==> src/rtl/hpdcache_refill_fifo_pkg.sv <==
// Shared definitions for the HPDcache refill-response buffer.
// Holds the refill beat payload type, the beat width derived from the cache
// access geometry, the default buffer depth derived from the MSHR geometry,
// and a helper that sizes the buffer pointers.
// Optional feature macro used by the top level: HPDCACHE_REFILL_FIFO_FEEDTHROUGH_EN.
package hpdcache_refill_fifo_pkg;

    // Cache access geometry
    localparam int unsigned HPDCACHE_ACCESS_WORDS = 4;
    localparam int unsigned HPDCACHE_WORD_WIDTH   = 64;

    // MSHR geometry
    localparam int unsigned HPDCACHE_MSHR_SETS = 2;
    localparam int unsigned HPDCACHE_MSHR_WAYS = 2;

    // Refill beat width: one full access line per beat
    localparam int unsigned HPDCACHE_REFILL_BEAT_WIDTH = HPDCACHE_ACCESS_WORDS * HPDCACHE_WORD_WIDTH;

    // MSHR identifier width
    localparam int unsigned HPDCACHE_REFILL_ID_WIDTH = 4;

    // Depth that covers every outstanding MSHR plus slack for in-flight beats
    localparam int unsigned HPDCACHE_REFILL_FIFO_DEPTH = HPDCACHE_MSHR_SETS * HPDCACHE_MSHR_WAYS + 10;

    // Refill beat payload for the default geometry
    typedef struct packed {
        logic [HPDCACHE_REFILL_BEAT_WIDTH-1:0] data;
        logic [HPDCACHE_REFILL_ID_WIDTH-1:0]   id;
        logic                                  err;
        logic                                  last;
    } hpdcache_refill_beat_t;

    // Pointer width for a buffer of the given depth (at least one bit)
    function automatic int unsigned hpdcache_refill_ptr_width(input int unsigned depth);
        return (depth > 1) ? $clog2(depth) : 1;
    endfunction

endpackage

==> src/rtl/hpdcache_refill_fifo_mem.sv <==
// Storage array of the refill buffer.
// DEPTH entries of WIDTH bits, one synchronous write port and one
// asynchronous read port. The array carries no reset: validity is tracked
// by the occupancy logic in the parent.
// Ports:
//   clk_i    clock
//   we_i     write enable
//   waddr_i  write address
//   wdata_i  write data
//   raddr_i  read address
//   rdata_o  read data (combinational)
module hpdcache_refill_fifo_mem
    import hpdcache_refill_fifo_pkg::*;
#(
    parameter int unsigned DEPTH  = 2,
    parameter int unsigned WIDTH  = 8,
    parameter int unsigned ADDR_W = hpdcache_refill_ptr_width(DEPTH)
) (
    input  logic              clk_i,
    input  logic              we_i,
    input  logic [ADDR_W-1:0] waddr_i,
    input  logic [WIDTH-1:0]  wdata_i,
    input  logic [ADDR_W-1:0] raddr_i,
    output logic [WIDTH-1:0]  rdata_o
);

    logic [WIDTH-1:0] mem_q [DEPTH];

    // Write port
    always_ff @(posedge clk_i) begin
        if (we_i) begin
            mem_q[waddr_i] <= wdata_i;
        end
    end

    // Asynchronous read port
    assign rdata_o = mem_q[raddr_i];

endmodule

==> src/rtl/hpdcache_refill_fifo.sv <==
// Refill-response buffer between the memory response channel and the
// HPDcache refill handler. Beats (data, MSHR id, error, last) leave in
// arrival order from a circular buffer of DEPTH entries.
// Optional macro HPDCACHE_REFILL_FIFO_FEEDTHROUGH_EN: when the buffer is
// empty, an incoming beat is presented on the read side in the same cycle
// and is not stored if it is consumed immediately.
// Ports:
//   clk_i, rst_ni                clock, asynchronous active-low reset
//   w_valid_i / w_ready_o        producer handshake
//   w_data_i/w_id_i/w_err_i/w_last_i  incoming beat
//   r_valid_o / r_ready_i        refill handler handshake
//   r_data_o/r_id_o/r_err_o/r_last_o  head beat
//   count_o, full_o, empty_o     occupancy status
//   ovf_o                        sticky: push attempted while full
module hpdcache_refill_fifo
    import hpdcache_refill_fifo_pkg::*;
#(
    parameter int unsigned DEPTH      = 2,
    parameter int unsigned DATA_WIDTH = HPDCACHE_REFILL_BEAT_WIDTH,
    parameter int unsigned ID_WIDTH   = HPDCACHE_REFILL_ID_WIDTH
) (
    input  logic                         clk_i,
    input  logic                         rst_ni,

    input  logic                         w_valid_i,
    output logic                         w_ready_o,
    input  logic [DATA_WIDTH-1:0]        w_data_i,
    input  logic [ID_WIDTH-1:0]          w_id_i,
    input  logic                         w_err_i,
    input  logic                         w_last_i,

    output logic                         r_valid_o,
    input  logic                         r_ready_i,
    output logic [DATA_WIDTH-1:0]        r_data_o,
    output logic [ID_WIDTH-1:0]          r_id_o,
    output logic                         r_err_o,
    output logic                         r_last_o,

    output logic [$clog2(DEPTH+1)-1:0]   count_o,
    output logic                         full_o,
    output logic                         empty_o,
    output logic                         ovf_o
);

    localparam int unsigned PTR_W = hpdcache_refill_ptr_width(DEPTH);
    localparam int unsigned CNT_W = $clog2(DEPTH + 1);

    typedef struct packed {
        logic [DATA_WIDTH-1:0] data;
        logic [ID_WIDTH-1:0]   id;
        logic                  err;
        logic                  last;
    } beat_t;

    localparam int unsigned BEAT_W = $bits(beat_t);

    logic [PTR_W-1:0] wptr_q, wptr_d;
    logic [PTR_W-1:0] rptr_q, rptr_d;
    logic [CNT_W-1:0] count_q, count_d;
    logic             full_q, full_d;
    logic             empty_q, empty_d;
    logic             ovf_q, ovf_d;

    logic  push_req;
    logic  pop_mem;
    logic  write_en;
    logic  bypass;
    beat_t w_beat;
    beat_t mem_beat;
    beat_t r_beat;
    logic  r_valid;

    assign w_beat = '{data: w_data_i, id: w_id_i, err: w_err_i, last: w_last_i};

    // Storage array
    hpdcache_refill_fifo_mem #(
        .DEPTH  (DEPTH),
        .WIDTH  (BEAT_W),
        .ADDR_W (PTR_W)
    ) i_mem (
        .clk_i   (clk_i),
        .we_i    (write_en),
        .waddr_i (wptr_q),
        .wdata_i (w_beat),
        .raddr_i (rptr_q),
        .rdata_o (mem_beat)
    );

    // Read-side selection: stored head, or the incoming beat when bypassing
    always_comb begin
        r_valid = !empty_q;
        r_beat  = mem_beat;
        bypass  = 1'b0;
`ifdef HPDCACHE_REFILL_FIFO_FEEDTHROUGH_EN
        if (empty_q && w_valid_i) begin
            r_valid = 1'b1;
            r_beat  = w_beat;
            bypass  = r_ready_i;
        end
`endif
    end

    // Handshakes; a bypassed beat is consumed without touching the array
    assign push_req = w_valid_i && !full_q;
    assign pop_mem  = !empty_q && r_ready_i;
    assign write_en = push_req && !bypass;

    // Next-state for pointers, occupancy and flags
    always_comb begin
        wptr_d  = wptr_q;
        rptr_d  = rptr_q;
        count_d = count_q;
        ovf_d   = ovf_q;

        if (write_en) begin
            wptr_d = (wptr_q == PTR_W'(DEPTH - 1)) ? '0 : wptr_q + PTR_W'(1);
        end
        if (pop_mem) begin
            rptr_d = (rptr_q == PTR_W'(DEPTH - 1)) ? '0 : rptr_q + PTR_W'(1);
        end

        if (write_en && !pop_mem) begin
            count_d = count_q + CNT_W'(1);
        end else if (pop_mem && !write_en) begin
            count_d = count_q - CNT_W'(1);
        end

        if (w_valid_i && full_q) begin
            ovf_d = 1'b1;
        end

        full_d  = (count_d == CNT_W'(DEPTH));
        empty_d = (count_d == '0);
    end

    // State registers
    always_ff @(posedge clk_i or negedge rst_ni) begin
        if (!rst_ni) begin
            wptr_q  <= '0;
            rptr_q  <= '0;
            count_q <= '0;
            full_q  <= 1'b0;
            empty_q <= 1'b1;
            ovf_q   <= 1'b0;
        end else begin
            wptr_q  <= wptr_d;
            rptr_q  <= rptr_d;
            count_q <= count_d;
            full_q  <= full_d;
            empty_q <= empty_d;
            ovf_q   <= ovf_d;
        end
    end

    assign w_ready_o = !full_q;
    assign r_valid_o = r_valid;
    assign r_data_o  = r_beat.data;
    assign r_id_o    = r_beat.id;
    assign r_err_o   = r_beat.err;
    assign r_last_o  = r_beat.last;
    assign count_o   = count_q;
    assign full_o    = full_q;
    assign empty_o   = empty_q;
    assign ovf_o     = ovf_q;

endmodule

==> config.mk <==
export PLATFORM = sky130hd
export DESIGN_NAME = hpdcache_refill_fifo
export DESIGN_NICKNAME = d
export VERILOG_FILES = /design/src/rtl/hpdcache_refill_fifo_pkg.sv /design/src/rtl/hpdcache_refill_fifo_mem.sv /design/src/rtl/hpdcache_refill_fifo.sv
export SDC_FILE = /design/constraint.sdc
export NUM_CORES = 1
export LEC_CHECK = 0
export BUFFER_PORTS_ARGS = -buffer_cell sky130_fd_sc_hd__buf_2
export CORE_AREA = 5 5 205 207
export CTS_BUF_LIST = sky130_fd_sc_hd__clkbuf_8
export DETAILED_ROUTE_END_ITERATION = 6
export DIE_AREA = 0 0 210 212
export PLACE_DENSITY = 0.77
export RECOVER_POWER = 50
export REMOVE_ABC_BUFFERS = 1
export SLEW_MARGIN = 20
export SYNTH_ARGS = -nofsm -noshare
export SYNTH_HDL_FRONTEND = slang
export SYNTH_HIERARCHICAL = 1
export SYNTH_SLANG_ARGS = --single-unit
==> constraint.sdc <==
create_clock -name clk_i -period 16.4 [get_ports clk_i]
set_input_delay 2.46 -clock clk_i [delete_from_list [all_inputs] [get_ports clk_i]]
set_output_delay 2.46 -clock clk_i [all_outputs]
set_load 0.005 [all_outputs]
* Yosys cells after proc, flatten, opt, wreduce, memory -nomap -nowiden *
Memories as Yosys holds them, arrays and structs flattened.
Index checks and enable logic that the tools add are counted.

word-level totals
  bits in latches = 0
  register bits = 7
  output and inout bits = 269
  logic and storage cells = 28
  memories = 1
  bits of input ports = 266
  RAM bits = 524
  ROM bits = 0

memories
  memory       depth  width  read ports  clocked after memory_dff  write ports  line                            text
  i_mem.mem_q  2      262    1           0                         1            hpdcache_refill_fifo_mem.sv:27  logic [WIDTH-1:0] mem_q [DEPTH];

operators by class
  shift-type cells = 0
  $lt $le $gt $ge = 0
  reductions and logical operators = 10
  multiply operators = 0
  add/subtract/negate cells = 4
  bitwise gates (word level) = 0
  divide/modulo/power cells = 0
  equal/unequal tests = 1
  mux-type cells = 6

operators with widths
  kind                                                                 number
  1-bit logical AND                                                    5
  1-bit zero test                                                      4
  1-bit two-way mux                                                    4
  2-bit two-way mux                                                    2
  1-bit adder (second input constant)                                  2
  2-bit by 1-bit adder with 2-bit output (second input constant)       1
  2-bit == test (second input constant)                                1
  2-bit zero test                                                      1
  2-bit by 1-bit subtractor with 2-bit output (second input constant)  1

* Logic depth before layout (Yosys ltp) *
Gate-level depths: netlist of run 1.

  word-level depth = 7
  mapped depth = 5
  depth with buffers taken out = 4

* By module *
Netlist of run 1, hierarchy kept.

by module, submodules not included
  module                    instances  seq. area each (um^2)  cells an instance  area each (um^2)
  hpdcache_refill_fifo_mem  1          15735.1                817                19650.1
  hpdcache_refill_fifo      1          176.4                  32                 385.4

* Least setup slack after synthesis of run 1 *
Ideal clock, no wire load.

  kind = input-to-reg
  start = input w_valid_i
  end = memory i_mem/mem_q[0][0] in the netlist's numbering, enable pin
  path slack = 1.252 ns
  data required time = 15.479 ns
  arrival = 14.227 ns
  path buffers = 1
  library setup time = 0.921 ns
  cell stages on the path = 4
  cell sequence = nand2b_4 buf_6 inv_1 nor2b_1

between the ends
  word-level cells in the longest chain between the ends = 3

RTL lines
  item                                     line                            text
  from (decl)                              hpdcache_refill_fifo.sv:25      input logic w_valid_i,
  1-bit logical AND                        hpdcache_refill_fifo.sv:104     assign push_req = w_valid_i && !full_q;
  named net push_req                       hpdcache_refill_fifo.sv:64      logic push_req;
  1-bit two-way mux                        hpdcache_refill_fifo_mem.sv:31  if (we_i) begin
  1-bit two-way mux (implied by the code)  hpdcache_refill_fifo_mem.sv:32  mem_q[waddr_i] <= wdata_i;
  to (decl)                                hpdcache_refill_fifo_mem.sv:27

The timed path passes the listed nets, and every way through them passes these cells.

* Final worst setup path of run 1 *
  start = input w_valid_i
  end = memory i_mem/mem_q[1][105] in the netlist's numbering, enable pin

Same word-level chain as after synthesis.

==> impl_metrics.sql, run 1 <==
INSERT INTO impl_metrics (metric_group, metric, value, unit) VALUES
('clock_tree', 'numCtsBuffers', '84', ''),
('setup_path', 'worst_path_dominant_cell_family', 'simple AND/OR/NAND/NOR gates', ''),
('placed_design', 'place.detailed.hpwl', '31670', 'µm'),
('sta', 'layout_worst_path_cycle_share', '45.77', '%'),
('sta', 'worst_pin_slew', '3.834', 'ns'),
('setup_path', 'rr_startpoint', 'full_o', ''),
('global_route', 'grt_start_max_net_pins', '74', ''),
('setup_path', 'cp_slowest_stage_delay', '2.77', 'ns'),
('sta', 'final.min_clock_period', '7.506', 'ns'),
('sta', 'fin_setup_tns', '0', 'ns'),
('synth', 'yosysTopAreaCellShare', '78.54', '%'),
('clock_tree', 'cts_resizes', '0', ''),
('setup_path', 'worst-r2r-setup-slack', '10.33', 'ns'),
('synth', 'synth_area', '0.02004', 'mm²'),
('setup_path', 'path_class', 'in2reg', ''),
('sta', 'setup_viol_count_final', '0', ''),
('global_route', 'grt.total_usage', '19.47', '%'),
('clock_tree', 'clockBufferDepth', '3', ''),
('power', 'ir_drop', '0.1059', 'mV'),
('run_status', 'run_status', 'finished with violations', ''),
('final_layout', 'most_used_cells_in_the_layout_excluding_fill_and_tap_cells', '524 x sky130_fd_sc_hd__edfxtp_1, 379 x sky130_fd_sc_hd__buf_2, 180 x sky130_fd_sc_hd__mux2_4', ''),
('floorplanning', 'core', '0.04018', 'mm²'),
('setup_path', 'path_common_cell', 'sky130_fd_sc_hd__buf_4', ''),
('synth', 'ys_types', '25', ''),
('routing', 'vias_per_cell', '4.994', ''),
('final_layout', 'final_nets', '1715', ''),
('job', 'maxCapViolations', '3', ''),
('sta', 'worst_hold_slack', '0.4701', 'ns'),
('synth', 'netlist_instances', '849', ''),
('sta', 'timing_max_transition_violations_final', '179', ''),
('floorplanning', 'number_of_ports_placed_on_the_die_boundary', '535', ''),
('global_route', 'antenna_found_initial', '14', ''),
('final_layout', 'drive_gt1_share', '50.70', '%'),
('routing', 'post_drt_wl_per_cell', '21.96', 'µm'),
('clock_tree', 'worst_setup_hold_path_clk_slew', '0.06', 'ns'),
('setup_path', 'critical_path_arrival', '7.72', 'ns'),
('clock_tree', 'worst_skew_pair.late_latency', '0.62', 'ns'),
('setup_path', 'worstSetupEndpointType', 'register', ''),
('synth', 'netlist.top_cell.by_area', 'sky130_fd_sc_hd__edfxtp_1', ''),
('setup_path', 'worst-r2r-cell-count', '5', ''),
('run_status', 'violations', 'capacitance limit, slew limit', ''),
('sta', 'clock_skew', '0.03176', 'ns'),
('setup_path', 'cp.buffers_inverters', '4', ''),
('floorplanning', 'initial_utilization', '49.86', '%'),
('placed_design', 'gpl_congestion', '0.8236', ''),
('setup_path', 'critical_path.slowest_cell', 'sky130_fd_sc_hd__and2_0', ''),
('hold_path', 'min_from', 'ovf_o', ''),
('final_layout', 'area_delta_synth_final', '22.21', '%'),
('clock_tree', 'cts_sinks', '531', ''),
('setup_path', 'timing.critical_path.required', '16.62', 'ns'),
('floorplanning', 'dieWidth', '210', 'µm'),
('sta', 'timing_hold_violations_final', '0', ''),
('placed_design', 'count_of_port_buffers_added_during_placement', '534', ''),
('final_layout', 'final_design_utilization', '60.93', '%'),
('routing', 'drtPass1Iterations', '6', ''),
('synth', 'synth.avg_cell_area', '23.60', 'µm²'),
('synth', 'synth-seq-area-share', '79.42', '%'),
('routing', 'detail_route.drc_violations', '0', ''),
('final_layout', 'layout.cells.most_common', 'sky130_fd_sc_hd__edfxtp_1', ''),
('clock_tree', 'cts_tree', 'built', ''),
('sta', 'grt_setup_unrepaired', 'false', ''),
('sta', 'timing.fmax', '133.2', 'MHz'),
('power', 'total_leakage_power', '9.408', 'nW'),
('floorplanning', 'floorplan.die_area', '0.04452', 'mm²'),
('global_route', 'globalRouteOverflowTotal', '0', ''),
('routing', 'route.vias.total', '10230', ''),
('routing', 'antenna_left', '0', ''),
('routing', 'wl', '44990', 'µm'),
('clock_tree', 'cts_hold_repair.buffers', '0', ''),
('hold_path', 'whs_endpoint', 'ovf_o', ''),
('clock_tree', 'htreeDepth', '3', '');
==> stage by stage <==
stage | area, µm² | total power [W] | setup WS (ns) | std cells
finish | 24480 | 0.004206 | 8.894 | 2049
global route | 24470 | 0.004416 | 8.427 | 2044
CTS | 24700 | 0.004269 | 9.941 | 2037
detailed placement | 23180 | 0.003236 | 10.65 | 1895
global placement | 23180 | 0.003209 | 10.67 | 1895
floorplan | 19740 | 0.003120 | 1.321 | 818
==> how the worst max path moves through the flow <==
stage              start                  end  slack [ns]  cells after the start
3_3_place_gp      rptr_q          r_data_o[8]       10.67                      4
3_5_place_dp   w_valid_i  i_mem/mem_q[1][251]       10.65                      6
2_1_floorplan  w_valid_i    i_mem/mem_q[0][0]        1.32                      3
4_1_cts           rptr_q         r_data_o[49]        9.94                      4
5_1_grt        w_valid_i  i_mem/mem_q[1][105]        8.43                      6
6_report       w_valid_i  i_mem/mem_q[1][105]        8.89                      6
==> Yosys cell counts (all sizes together) <==
master   count
a211o        1
a21o         1
and2         1
and2b        1
buf         30
clkbuf       1
dfrtp        6
dfstp        1
edfxtp     524
inv          4
mux2       262
nand2        1
nand2b       2
nand4        4
nor2b        1
o2111ai      1
o211ai       2
o311ai       1
or2          1
xnor2        3
xor2         1
==> final cells by class <==
class | count | area, µm²
Clock buffer | 91 | 1252
Multi-Input combinational cell | 283 | 3782
Clock inverter | 51 | 270.3
Timing Repair Buffer | 545 | 2554
Inverter | 4 | 15.01
Sequential cell | 531 | 15920
Fill cell | 2934 | 15700
Tap cell | 532 | 665.6
Antenna cell | 12 | 30.03
==> flip-flops by register name, summed over array words and instances, names as in the netlist <==
signal and cells:
count_o 2, empty_o 1, full_o 1, i_mem/mem_q 524
ovf_o 1, rptr_q 1, wptr_q 1
==> cell families after synthesis <==
kind of cell,count (synthesis),share of synthesized area (%)
AOI/OAI and AO/OA,6,0.2935
muxes,262,18.10
xor gates and xnor gates,4,0.2686
DFF,531,79.42
buffers and inverters,35,1.536
and+or+nand+nor,11,0.3872
==> worst reg2reg max path, stage by stage (launching register included) <==
cell                       delay (ns)
sky130_fd_sc_hd__dfrtp_1         0.41
sky130_fd_sc_hd__nand2b_1        0.30
sky130_fd_sc_hd__inv_1           0.18
sky130_fd_sc_hd__and2_0          2.77
sky130_fd_sc_hd__buf_4           1.04
sky130_fd_sc_hd__buf_4           0.92
==> power breakdown <==
| part | internal (W) | switching [W] |
|---|---|---|
| Sequential | 0.00184 | 0.0000996 |
| Combinational | 0.000646 | 0.000604 |
| Clock | 0.000539 | 0.000478 |
| Total | 0.00302 | 0.00118 |
==> metal layers <==
layer / vias to the layer above / GRT usage (%) / wire length, µm
met1: 5112 / 22.03 / 16230
met3: 71 / 6.802 / 3977
met2: 422 / 33.83 / 23520
met5: - / 0 / 21
li1: 4624 / - / -
met4: 4 / 8.258 / 1237
No activity file was read; power rests on OpenSTA's default activity.
==> run 2, diff against run 1 <==
==> constraint.sdc (replaced) <==
create_clock -name clk_i -period 7.3 [get_ports clk_i]
set_input_delay 1.095 -clock clk_i [delete_from_list [all_inputs] [get_ports clk_i]]
set_output_delay 1.095 -clock clk_i [all_outputs]
set_load 0.005 [all_outputs]
==> run 2 against run 1 <==
Net effect:
- the flow still finishes with violations (capacitance limit, slew limit)
- worst hold slack worse by 0.086 ns
- core utilization is 0.36 points higher
- via count is 0.19% higher
- power is 130% higher
- combinational power is 130% higher
- first-iteration DRC count is 18% lower
- flip-flop and latch count stayed put
- wire length is 2.8% lower
- die area stayed put
- setup slack worse by 7.0 ns
- register-to-register slack worse by 7.9 ns
- global-route usage is 0.63 points lower
- largest cell class unchanged
==> impl_metrics.sql, run 2 (same netlist as run 1, synthesis figures left out) <==
INSERT INTO impl_metrics (metric_group, metric, value, unit) VALUES
('run_status', 'violations', 'capacitance limit, slew limit', ''),
('power', 'clkPwrFrac', '25.1', '%'),
('clock_tree', 'clockBufferDepth', '3', ''),
('routing', 'detail_route.drc_violations', '0', ''),
('clock_tree', 'cts_sinks', '531', ''),
('global_route', 'grt_pass1_vias', '11080', ''),
('setup_path', 'worst-r2r-cell-count', '5', ''),
('setup_path', 'start_kind', 'register', ''),
('routing', 'route.vias.total', '10250', ''),
('sta', 'timing.fmax', '183.6', 'MHz'),
('routing', 'post_drt_wl_per_cell', '21.24', 'µm'),
('final_layout', 'most_used_cells_in_the_layout_excluding_fill_and_tap_cells', '524 x sky130_fd_sc_hd__edfxtp_1, 390 x sky130_fd_sc_hd__buf_2, 180 x sky130_fd_sc_hd__mux2_4', ''),
('final_layout', 'top_register', 'i_mem/mem_q', ''),
('floorplanning', 'floorplan.die_area', '0.04452', 'mm²'),
('setup_path', 'startpoint', 'rptr_q', ''),
('floorplanning', 'row_count', '74', ''),
('placed_design', 'count_of_port_buffers_added_during_placement', '534', ''),
('job', 'maxCapViolations', '3', ''),
('sta', 'layout_worst_path_cycle_share', '74.60', '%'),
('placed_design', 'gpl_congestion', '0.7858', ''),
('routing', 'vias_per_cell', '4.982', ''),
('power', 'ir_drop', '0.2981', 'mV'),
('setup_path', 'critical_path.reg2reg.endpoint', 'i_mem/mem_q[0][3]', ''),
('floorplanning', 'core', '0.04018', 'mm²'),
('power', 'total_leakage_power', '9.482', 'nW'),
('run_status', 'run_status', 'finished with violations', ''),
('global_route', 'global_route_wire_length_before_repair', '63280', 'µm'),
('sta', 'grt_setup_unrepaired', 'false', ''),
('floorplanning', 'dieWidth', '210', 'µm'),
('sta', 'setup_viol_count_final', '0', ''),
('final_layout', 'largest_register_ff_count', '524', ''),
('power', 'power.switching_fraction', '28.07', '%'),
('setup_path', 'crit_path_cell_trace', 'buf_4 -> mux2_2 -> buf_2', ''),
('clock_tree', 'worst_setup_hold_path_clk_slew', '0.06', 'ns'),
('placed_design', 'pre_cts_setup_slack', '3.634', 'ns'),
('sta', 'worst_slack_setup_final', '1.854', 'ns'),
('floorplanning', 'initial_utilization', '49.86', '%'),
('setup_path', 'cp_slowest_stage_delay', '2.18', 'ns'),
('global_route', 'globalRouteOverflowTotal', '0', ''),
('sta', 'clock_skew', '0.01408', 'ns'),
('power', 'p_switching', '0.002686', 'W'),
('sta', 'timing_hold_violations_final', '0', ''),
('floorplanning', 'number_of_ports_placed_on_the_die_boundary', '535', ''),
('setup_path', 'worst-r2r-setup-slack', '2.39', 'ns'),
('hold_path', 'hold_class', 'in2async', ''),
('setup_path', 'timing.critical_path.fanout_max', '53', ''),
('setup_path', 'rr_startpoint', 'full_o', ''),
('clock_tree', 'worst_skew_pair.late_latency', '0.62', 'ns'),
('clock_tree', 'cts_setup_buffers', '0', ''),
('final_layout', 'seq_area', '0.01591', 'mm²'),
('final_layout', 'final_nets', '1713', ''),
('setup_path', 'worst_path_dominant_cell_family', 'flip-flops', ''),
('sta', 'final.min_clock_period', '5.446', 'ns'),
('clock_tree', 'htreeDepth', '3', ''),
('setup_path', 'cp.buffers_inverters', '2', ''),
('global_route', 'grt_start_max_net_pins', '160', ''),
('final_layout', 'fill_cells', '2964', ''),
('clock_tree', 'numCtsBuffers', '85', ''),
('setup_path', 'timing.critical_path.required', '6.20', 'ns'),
('routing', 'drt_first_iter_violations', '531', ''),
('sta', 'worst_pin_slew', '2.716', 'ns'),
('power', 'cell_internal_pwr', '0.006881', 'W'),
('routing', 'drtPass1Iterations', '5', ''),
('power', 'share_seq_of_total_power', '45.3', '%'),
('setup_path', 'critical_path_cell_count', '3', ''),
('setup_path', 'crit_end', 'r_data_o[53]', ''),
('setup_path', 'path_class', 'reg2out', ''),
('setup_path', 'critical_path_arrival', '4.35', 'ns'),
('placed_design', 'place.detailed.hpwl', '30250', 'µm'),
('floorplanning', 'die_height', '212', 'µm'),
('sta', 'relSlewSlack', '-81.07', '%'),
('clock_tree', 'cts_resizes', '0', ''),
('final_layout', 'layout.cells.most_common', 'sky130_fd_sc_hd__edfxtp_1', ''),
('routing', 'antenna_left', '0', ''),
('global_route', 'antenna_found_initial', '14', ''),
('clock_tree', 'cts_hold_repair.buffers', '0', ''),
('setup_path', 'critical_path.slowest_cell', 'sky130_fd_sc_hd__dfrtp_1', ''),
('global_route', 'grt.total_usage', '18.84', '%'),
('clock_tree', 'cts.root.buffer_cell', 'sky130_fd_sc_hd__clkbuf_8', ''),
('final_layout', 'multiInputGateArea', '0.003782', 'mm²'),
('final_layout', 'final_design_utilization', '61.29', '%'),
('setup_path', 'worstSetupEndpointType', 'output port', ''),
('power', 'comb_power_share', '29.6', '%'),
('final_layout', 'drive_gt1_share', '50.86', '%'),
('power', 'power_per_cell_area', '388.4', 'mW/mm²'),
('sta', 'timing_max_transition_violations_final', '110', ''),
('routing', 'wl', '43720', 'µm'),
('final_layout', 'area_delta_synth_final', '22.93', '%'),
('clock_tree', 'cts_tree', 'built', '');
==> run 2: per-layer routing <==
metal	up-vias	track usage, %	part of all wire (%)
li1	4630	-	-
met3	74	6.847	9.3
met1	5098	21.33	36
met5	-	0	0.14
met2	440	32.76	52
met4	10	7.538	2.6
==> run 2: power groups by stage <==
stage	Combinational [W]	Clock [W]	Sequential (W)
4_1_cts	0.00288	0.00248	0.00434
3_5_place_dp	0.00286	0	0.00440
3_3_place_gp	0.00285	0	0.00436
6_report	0.00283	0.00241	0.00433
5_1_grt	0.00301	0.00264	0.00439
2_1_floorplan	0.00211	0	0.00477
==> run 2: metrics by stage <==
stage	cells	TNS (ns)	instance area, µm²	power, W	hold slack [ns]
6_report	2058	0	24630	0.009567	0.3839
4_1_cts	2050	0	24840	0.009696	0.2411
2_1_floorplan	818	-2512.50	19740	0.006878	0.4563
5_1_grt	2055	0	24620	0.01004	0.3515
3_3_place_gp	1892	0	23200	0.007211	0.4497
3_5_place_dp	1892	0	23200	0.007265	0.4545
==> run 2: how the worst min path moves through the flow <==
stage	startpoint	slack, ns	cells after the start	to
4_1_cts	rst_ni	0.24	1	count_o[1]
6_report	rst_ni	0.38	1	count_o[1]
5_1_grt	rst_ni	0.35	1	count_o[1]
2_1_floorplan	ovf_o	0.46	1	ovf_o
3_3_place_gp	ovf_o	0.45	1	ovf_o
3_5_place_dp	ovf_o	0.45	1	ovf_o
==> run 2: worst register-to-register path: cells and delay by family (launching register included) <==
family                 cells  cell delay, ns
flip-flops                 1            0.43
AND/OR/NAND/NOR            2            1.46
buffers and inverters      3            2.17
==> run 2: layout make-up <==
cell class              instances  share of cell area, %
diodes                          8                0.08128
inverters                       4                0.06096
clock buffers                  90                  5.029
clock inverters                68                  1.615
repair buffers                542                  10.55
flip-flops and latches        531                  64.60
multi-input cells             283                  15.36
well taps                     532                  2.703
